File: config.mk
export PLATFORM = sky130hd
export DESIGN_NAME = uart_rx
export DESIGN_NICKNAME = d
export VERILOG_FILES = /design/src/rtl/uart_rx.sv
export SDC_FILE = /design/constraint.sdc
export NUM_CORES = 1
export LEC_CHECK = 0
export CORE_AREA = 2 2 62 64
export CTS_BUF_LIST = sky130_fd_sc_hd__clkbuf_2
export CTS_CLUSTER_SIZE = 25
export DETAILED_ROUTE_END_ITERATION = 8
export DIE_AREA = 0 0 64 66
export PLACE_DENSITY = 0.74
export RECOVER_POWER = 50
export SLEW_MARGIN = 10
export SYNTH_ARGS = -nofsm -noshare
export SYNTH_HDL_FRONTEND = slang
export SYNTH_SLANG_ARGS = --single-unit
export TNS_END_PERCENT = 20
File: constraint.sdc
create_clock -name clk -period 2.82 [get_ports clk]
set_clock_uncertainty 0.15 [all_clocks]
set_input_delay 0.423 -clock clk [delete_from_list [all_inputs] [get_ports clk]]
set_output_delay 0.423 -clock clk [all_outputs]
set_load 0.005 [all_outputs]
File: src/rtl/uart_rx.sv
`default_nettype none
// ============================================================================
// Module      : uart_rx
// Description : UART receiver. Deserialises an idle-high, LSB-first serial
//               line into DATA_BITS-wide words. An optional even-parity bit
//               is enabled with the UART_RX_PARITY_EN macro.
// Revision    : 1.0 - initial release
// ============================================================================
module uart_rx #(
    parameter int DATA_BITS = 8,
    parameter int BAUD      = 9600,
    parameter int SYS_CLK   = 12000000
) (
    input  logic                 clk,
    input  logic                 rst,
    input  logic                 enable,
    input  logic                 rx_wire,
    output logic [DATA_BITS-1:0] rx_output,
    output logic                 data_valid,
    output logic                 frame_error,
    output logic                 busy,
    output logic                 parity_error
);

    localparam int CLKS_PER_BIT = SYS_CLK / BAUD;
    localparam int c_CNT_W      = $clog2(CLKS_PER_BIT);
    localparam int c_IDX_W      = (DATA_BITS > 1) ? $clog2(DATA_BITS) : 1;

    localparam logic [c_CNT_W-1:0] c_BIT_END  = c_CNT_W'(CLKS_PER_BIT - 1);
    localparam logic [c_CNT_W-1:0] c_HALF_END = c_CNT_W'(CLKS_PER_BIT / 2 - 1);
    localparam logic [c_IDX_W-1:0] c_LAST_IDX = c_IDX_W'(DATA_BITS - 1);

    localparam logic [2:0] c_IDLE   = 3'd0;
    localparam logic [2:0] c_START  = 3'd1;
    localparam logic [2:0] c_DATA   = 3'd2;
    localparam logic [2:0] c_STOP   = 3'd4;
`ifdef UART_RX_PARITY_EN
    localparam logic [2:0] c_PARITY = 3'd3;
`endif

    logic                 r_sync1;
    logic                 r_sync2;
    logic                 r_rx_prev;
    logic                 w_rx_s;

    logic [2:0]           r_state;
    logic [2:0]           w_next_state;

    logic [c_CNT_W-1:0]   r_clk_cnt;
    logic [c_IDX_W-1:0]   r_bit_idx;
    logic [DATA_BITS-1:0] r_shift;
    logic [DATA_BITS-1:0] r_rx_output;
    logic                 r_data_valid;
    logic                 r_frame_error;

    logic                 w_start_edge;
    logic                 w_cnt_end;
    logic                 w_last_bit;
    logic                 w_stop_sample;
    logic                 w_accept;
    logic                 w_framing;
    logic                 w_busy;

`ifdef UART_RX_PARITY_EN
    logic                 r_parity_bit;
    logic                 r_parity_error;
    logic                 w_parity_bad;
    logic                 w_parity_fail;
`endif

    // Two-flop synchroniser plus one delayed copy for falling-edge detection.
    always_ff @(posedge clk or posedge rst) begin
        if (rst) begin
            r_sync1   <= 1'b1;
            r_sync2   <= 1'b1;
            r_rx_prev <= 1'b1;
        end else begin
            r_sync1   <= rx_wire;
            r_sync2   <= r_sync1;
            r_rx_prev <= r_sync2;
        end
    end

    assign w_rx_s       = r_sync2;
    assign w_start_edge = enable & r_rx_prev & ~w_rx_s;
    // START waits half a bit so every later sample lands mid-bit.
    assign w_cnt_end    = (r_state == c_START) ? (r_clk_cnt == c_HALF_END)
                                               : (r_clk_cnt == c_BIT_END);
    assign w_last_bit   = (r_bit_idx == c_LAST_IDX);

    // ------------------------------------------------------------------------
    // FSM: state register
    // ------------------------------------------------------------------------
    always_ff @(posedge clk or posedge rst) begin
        if (rst) begin
            r_state <= c_IDLE;
        end else begin
            r_state <= w_next_state;
        end
    end

    // ------------------------------------------------------------------------
    // FSM: next-state logic
    // ------------------------------------------------------------------------
    always_comb begin
        w_next_state = r_state;
        case (r_state)
            c_IDLE: begin
                if (w_start_edge) begin
                    w_next_state = c_START;
                end
            end
            c_START: begin
                if (w_cnt_end) begin
                    w_next_state = w_rx_s ? c_IDLE : c_DATA;
                end
            end
            c_DATA: begin
                if (w_cnt_end && w_last_bit) begin
`ifdef UART_RX_PARITY_EN
                    w_next_state = c_PARITY;
`else
                    w_next_state = c_STOP;
`endif
                end
            end
`ifdef UART_RX_PARITY_EN
            c_PARITY: begin
                if (w_cnt_end) begin
                    w_next_state = c_STOP;
                end
            end
`endif
            c_STOP: begin
                if (w_cnt_end) begin
                    w_next_state = c_IDLE;
                end
            end
            default: begin
                w_next_state = c_IDLE;
            end
        endcase
        if (!enable) begin
            w_next_state = c_IDLE;
        end
    end

    // ------------------------------------------------------------------------
    // FSM: output decode
    // ------------------------------------------------------------------------
    always_comb begin
        w_stop_sample = enable & (r_state == c_STOP) & w_cnt_end;
        w_framing     = w_stop_sample & ~w_rx_s;
`ifdef UART_RX_PARITY_EN
        w_parity_bad  = ^{r_shift, r_parity_bit};
        w_accept      = w_stop_sample & w_rx_s & ~w_parity_bad;
        w_parity_fail = w_stop_sample & w_rx_s & w_parity_bad;
        // Busy stays up through the result pulse so consumers see one window.
        w_busy        = (r_state != c_IDLE) | r_data_valid | r_frame_error
                        | r_parity_error;
`else
        w_accept      = w_stop_sample & w_rx_s;
        w_busy        = (r_state != c_IDLE) | r_data_valid | r_frame_error;
`endif
    end

    // ------------------------------------------------------------------------
    // Datapath: counters, shift register and registered result pulses
    // ------------------------------------------------------------------------
    always_ff @(posedge clk or posedge rst) begin
        if (rst) begin
            r_clk_cnt     <= '0;
            r_bit_idx     <= '0;
            r_shift       <= '0;
            r_rx_output   <= '0;
            r_data_valid  <= 1'b0;
            r_frame_error <= 1'b0;
        end else begin
            r_data_valid  <= w_accept;
            r_frame_error <= w_framing;

            if (w_accept) begin
                r_rx_output <= r_shift;
            end

            if ((r_state == c_IDLE) || w_cnt_end || !enable) begin
                r_clk_cnt <= '0;
            end else begin
                r_clk_cnt <= r_clk_cnt + 1'b1;
            end

            if (r_state == c_IDLE) begin
                r_bit_idx <= '0;
            end else if ((r_state == c_DATA) && w_cnt_end) begin
                r_shift[r_bit_idx] <= w_rx_s;
                r_bit_idx          <= r_bit_idx + 1'b1;
            end
        end
    end

`ifdef UART_RX_PARITY_EN
    always_ff @(posedge clk or posedge rst) begin
        if (rst) begin
            r_parity_bit   <= 1'b0;
            r_parity_error <= 1'b0;
        end else begin
            r_parity_error <= w_parity_fail;
            if ((r_state == c_PARITY) && w_cnt_end) begin
                r_parity_bit <= w_rx_s;
            end
        end
    end

    assign parity_error = r_parity_error;
`else
    assign parity_error = 1'b0;
`endif

    assign rx_output   = r_rx_output;
    assign data_valid  = r_data_valid;
    assign frame_error = r_frame_error;
    assign busy        = w_busy;

endmodule
`default_nettype wire

Word level (Yosys, flattened, before mapping) --
Cells that the tools add are included.
Storage, ports and cells: output and inout port bits 12, input bits 4, register bits after elaboration 38, word-level logic and storage cells 59
Operators by class: reductions and logical operators 11, $lt $le $gt $ge 2, add/subtract/negate cells 2, bitwise logic cells 10, equality and inequality tests 10, mux-type cells 14
Operators by type and width (number):
- 3-bit 2-to-1 mux | 7
- 3-bit inequality test (second input constant) | 4
- 3-bit one-hot mux with 4 select lines | 1
- 11-bit by 1-bit adder with 11-bit output (second input constant) | 1
- 11-bit by 10-bit == test with 1-bit output (second input constant) | 1
- 11-bit == test (second input constant) | 1
- 11-bit 2-to-1 mux | 1
- 8-bit bitwise mux | 1
- 1-bit bitwise AND | 6
- 3-bit == test (second input constant) | 2
- 3-bit by 4-bit < comparator with 1-bit output (second input constant) | 1
- 4-bit AND reduction | 1
- 3-bit by 1-bit adder with 3-bit output (second input constant) | 1
- 1-bit demux with 3-bit select | 1
- 3-bit by 1-bit == test with 1-bit output (second input constant) | 1
- 3-bit by 2-bit == test with 1-bit output (second input constant) | 1
- 3-bit by 1-bit >= comparator with 1-bit output (second input constant) | 1
- 1-bit logical AND | 3
- 3-bit zero test | 1
- 3-bit nonzero test | 1
- 1-bit logical OR | 2
- 1-bit 2-to-1 mux | 2
- 2-bit 2-to-1 mux | 1
- 1-bit inverter | 2
- other kinds (4) | 5

Logic depth before layout (Yosys ltp) --
word-level depth 6, depth in mapped cells 8, gate-level depth less buffers 5

Least setup slack after synthesis --
No wires, ideal clock.
path type reg-to-reg, start point reg r_clk_cnt[2], end point reg r_shift[7], data required time 2.545 ns, arrival 2.413 ns, path slack 0.132 ns, clock period less this slack 2.688 ns, path buffers 2, stages on the path, launching flop included 7, library setup time 0.125 ns, cell sequence dfrtp_1 > or4_1 > clkbuf_2 > or4_1 > buf_2 > a2111o_1 > mux2_4
On the way: longest elaborated chain between the ends 4, elaborated cells between the ends (all ways) 5, classes of those cells eq/ne (2); mux (1); reduce/logical (2)
Ends and longest elaborated chain:
- from (decl) | line 49 | logic [c_CNT_W-1:0] r_clk_cnt;
- from (signal assigned) | line 189 | r_clk_cnt <= r_clk_cnt + 1'b1;
- 11-bit == test / 11-bit by 10-bit == test with 1-bit output (equally long branches) | line 88, 87
- 1-bit 2-to-1 mux (*) | line 87 | assign w_cnt_end = (r_state == c_START) ? (r_clk_cnt == c_HALF_END)
- 1-bit logical AND (*) | line 194 | end else if ((r_state == c_DATA) && w_cnt_end) begin
- 2-bit AND reduction (no source line) (*)
- to (signal, indexed assignment) | line 195 | r_shift[r_bit_idx] <= w_rx_s;
- to (decl) | line 51 | logic [DATA_BITS-1:0] r_shift;
Every way passes the cells marked *; elsewhere a longest branch is shown, timed or not. A chain may end at the register's enable or synchronous reset.

Worst setup path after layout --
start point reg r_state[2], end point reg r_shift[7]
On the way: longest elaborated chain between the ends 4, elaborated cells between the ends (all ways) 7, classes of those cells eq/ne (2); mux (1); bitwise (1); reduce/logical (3)
Ends and longest elaborated chain:
- from (decl) | line 46 | logic [2:0] r_state;
- from (signal assigned) | line 96 | r_state <= c_IDLE;
- from (signal assigned) | line 98 | r_state <= w_next_state;
- 3-bit by 1-bit == test with 1-bit output | line 87
- 1-bit 2-to-1 mux | line 87
- 1-bit logical AND | line 194
- 2-bit AND reduction (no source line) (*)
Marked as above.

==> Flow_metrics.wiki <==
{| class="wikitable"
! Metric !! Value
|-
| FF-to-FF Start || r_state[2]
|-
| Pre-Repair DR Iteration Count || 4
|-
| Number of buffers and inverters on the critical path || 0
|-
| Vias per Instance || 5.73
|-
| Number of placement rows || 22
|-
| Largest incremental delay on the critical path || 0.63 ns
|-
| Setup violation total in the final timing report || 0
|-
| Fraction of the yosys area taken by sequential cells || 52.3%
|-
| Post-CTS setup buffer count || 0
|-
| Pleak || 0.000898 uW
|-
| Power density of the placed cells || 401 nW/um^2
|-
| Count of warnings emitted by yosys || 0
|-
| Worst-margin pin slew || 1.94 ns
|-
| Die width || 64 um
|-
| Critical Path RT || 2.99 ns
|-
| Core Footprint || 3550 um^2
|-
| Layout overhead on the synthesized area || 12.9%
|-
| Avg Inst Size Synth || 11.3 um^2
|-
| Count of buffers from port buffering || 14
|-
| Number of buffers between clock root and the deepest sink || 2
|-
| Fraction of the mapped netlist area in simple logic gates || 17.8%
|-
| Synth Cell Area || 1830 um^2
|-
| Routed metal-1 wire length || 1500 um
|-
| DRC violations left || 0
|-
| Outcome || complete, but fails checks
|-
| Final Cell Area || 2060 um^2
|-
| Synthesized-area fraction occupied by adder cells || 2.06%
|-
| Final net count || 187
|-
| Sort of element at the start of the critical path || register
|-
| Final sum of negative setup slack || 0 ns
|-
| Area share of xor/xnor cells in the synthesized design || 4.32%
|-
| Total routing resource utilization after global routing || 17.8%
|-
| CTS HTree Levels || 2
|-
| Root buf cell || sky130_fd_sc_hd__clkbuf_2
|-
| Post-CTS resize count || 0
|-
| Number of hold buffers added after CTS || 0
|-
| Wire length of the first global-routing pass || 5860 um
|-
| CTS Sinks || 38
|-
| Total count of hold-check failures in the final report || 0
|-
| Critical register-to-register path endpoint || r_shift[7]
|-
| Share of the cycle needed by the critical path after routing || 95.6%
|-
| Fmax achieved || 371 MHz
|-
| Data arrival at the endpoint of the critical path || 2.87 ns
|-
| Maximum fanout encountered on the critical timing path || 8
|-
| Final HPWL from detailed placement || 2340 um
|-
| Post-synthesis compound-gate area fraction || 9.66%
|-
| Cell at the slowest stage of the critical path || sky130_fd_sc_hd__or4_1
|-
| Clock buffers created by TritonCTS || 5
|-
| Floorplan die area || 4220 um^2
|-
| Routed vias || 1312
|-
| Final setup slack of the worst path || 0.124 ns
|-
| Avg WL per Cell || 14.3 um
|-
| Total met3 wirelength after detailed routing || 170 um
|-
| DRT iter0 DRCs || 99
|-
| Area after detailed placement || 2020 um^2
|-
| Post-synth EDFFs || 0
|-
| Total of max-cap violations || 1
|-
| First element of the critical path || r_state[2]
|-
| Final Critical Period || 2.70 ns
|-
| Starting density of the core || 51.4%
|-
| Share of layout cells above drive strength 1 || 19.9%
|-
| Register-to-Register Path Depth || 4
|-
| TritonCTS clock tree || built
|-
| Worst setup EP type || register
|-
| Class of the tightest hold or removal check || register to register
|-
| Post-synth cell types || 43
|-
| Count of fill cells added during filler insertion || 290
|-
| Clock input transition at the sequential cells of the worst setup and hold paths || 0.20 ns
|-
| Total congestion overflow || 0
|-
| Multiplexer share of the synthesized area || 10.1%
|-
| Peak supply drop || 0.270 mV
|-
| Worst Setup Slack post-DPL || 0.143 ns
|-
| Total of flip-flops plus latches after synthesis || 38
|-
| Dominant combinational cell family by area after synthesis || simple AND/OR/NAND/NOR gates
|-
| Placer Congestion || 0.975
|-
| Worst setup slack for register-to-register paths || 0.12 ns
|-
| Number of nets with antenna violations after routing || 0
|-
| Flip-flop cell with the highest count after synthesis || sky130_fd_sc_hd__dfrtp_1
|-
| Top cell family by delay on the critical path || simple AND/OR/NAND/NOR gates
|-
| Topmost layer with routed signal wires || met4
|-
| Relative slew slack || -29.6%
|-
| Gate count after technology mapping || 162
|-
| FFs w/ async S/R, synth || 100%
|-
| Critical path depth in cells || 4
|-
| Setup repair after global routing missed its margin || no
|-
| CP Cell Sequence || or3b_2 -> or4_1 -> a2111o_1 -> mux2_4
|-
| Top-Level Pins || 16
|-
| Vertical die dimension || 66 um
|-
| Category of the most critical setup path || register to register
|-
| Source-to-sink clock delay at the later pin of the worst-skew pair || 0.40 ns
|-
| Initial antenna violation count || 0
|-
| Routed met2 length || 1530 um
|-
| Failing checks || max-capacitance violations, max-slew violations
|-
| Number of antenna cells inserted || 0
|-
| Critical path capture point || r_shift[7]
|-
| Number of max-slew violations in the final report || 39
|-
| Number of global-route vias before repair || 1308
|-
| Synthesized net count || 169
|-
| Largest net degree at the start of global routing || 39
|-
| Total Wirelength || 3270 um
|}
==> worst min path at each step <==
stage                        from       to  cells after the start
after CTS                 r_sync1  r_sync2                      0
after detailed placement  r_sync1  r_sync2                      0
after global placement    r_sync1  r_sync2                      0
after floorplan           r_sync1  r_sync2                      0
after global routing      r_sync1  r_sync2                      0
final                     r_sync1  r_sync2                      0
==> worst reg2reg max path, cell delays in order, from the launching register on <==
cell,delay [ns]
sky130_fd_sc_hd__dfrtp_1,0.50
sky130_fd_sc_hd__or3b_2,0.56
sky130_fd_sc_hd__or4_1,0.63
sky130_fd_sc_hd__a2111o_1,0.47
sky130_fd_sc_hd__mux2_4,0.30
==> stage by stage <==
step	cells	utilization [%]	total power, uW	hold WS, ns
after floorplan	162	-	589	0.195
after global placement	221	57.0	601	0.198
after detailed placement	221	57.0	602	0.199
after CTS	229	58.1	835	0.225
after global routing	229	58.0	868	0.239
final	229	58.0	826	0.229
==> registers in the layout, indices dropped and copies added, names as in the netlist <==
register and flops:
data_valid 1, frame_error 1, r_bit_idx 3, r_clk_cnt 11, r_rx_prev 1, r_shift 8, r_state 3, r_sync1 1
r_sync2 1, rx_output 8
==> logic make-up (layout without fill, tap and decap cells) <==
family                     count (synthesis)  after routing
other                                      1              1
buffers and inverters                     15             34
and+or+nand+nor                           58             58
AOI/OAI and AO/OA                         22             22
adders and majority gates                  3              3
muxes                                     16             16
DFF                                       38             38
xor gates and xnor gates                   9              9
==> where the power goes <==
part	internal [uW]	leakage (uW)	switching (uW)	total, uW
registers	551	0.000519	5.01	556
logic	12.3	0.000352	22.4	34.7
clock network	56.4	0.0000264	179	235
total	620	0.000898	206	826
==> layout make-up <==
type	instances	area [um^2]	area share [%]
flip-flops and latches	38	955	46.3
inverters	7	26.3	1.28
clock buffers	5	25.0	1.21
clock inverters	3	16.3	0.789
well taps	48	60.1	2.91
multi-input cells	109	805	39.0
repair buffers	19	174	8.44
==> synthesized netlist by cell type, types with 2 or more instances <==
cell / number / area [um^2]
sky130_fd_sc_hd__a21oi_1: 2 / 10.0
sky130_fd_sc_hd__a32o_1: 2 / 20.0
sky130_fd_sc_hd__buf_4: 2 / 15.0
sky130_fd_sc_hd__clkbuf_1: 4 / 15.0
sky130_fd_sc_hd__dfrtp_1: 35 / 876
sky130_fd_sc_hd__dfstp_2: 3 / 78.8
sky130_fd_sc_hd__ha_1: 3 / 37.5
sky130_fd_sc_hd__inv_1: 7 / 26.3
sky130_fd_sc_hd__mux2_2: 15 / 169
sky130_fd_sc_hd__nand2_1: 7 / 26.3
sky130_fd_sc_hd__nand2b_1: 3 / 18.8
sky130_fd_sc_hd__nand3_1: 4 / 20.0
sky130_fd_sc_hd__nand4_1: 4 / 25.0
sky130_fd_sc_hd__nor2_1: 18 / 67.6
sky130_fd_sc_hd__nor3_1: 5 / 25.0
sky130_fd_sc_hd__o2111ai_1: 8 / 70.1
sky130_fd_sc_hd__o21ai_0: 3 / 15.0
sky130_fd_sc_hd__or3_1: 3 / 18.8
sky130_fd_sc_hd__or3b_2: 2 / 17.5
sky130_fd_sc_hd__or4_1: 2 / 15.0
sky130_fd_sc_hd__xnor2_1: 4 / 35.0
sky130_fd_sc_hd__xor2_1: 5 / 43.8
==> layer usage <==
layer	up-vias	GRT usage, %
met2	38	28.6
met4	0	7.34
met3	8	5.11
met1	639	22.6
met5	-	0
li1	627	-
==> placed cells by master, fill, tap and decap left out, drive strengths merged, types with 4 or more instances in the layout <==
cell type / count
o2111ai: 8
nand2: 7
nor3: 5
xnor2: 4
dfrtp: 35
nand4: 4
clkbuf: 6
mux2: 16
nor2: 18
nand3: 4
buf: 4
clkdlybuf4s50: 11
xor2: 5
inv: 7
Power figures use the tool's default switching activity.
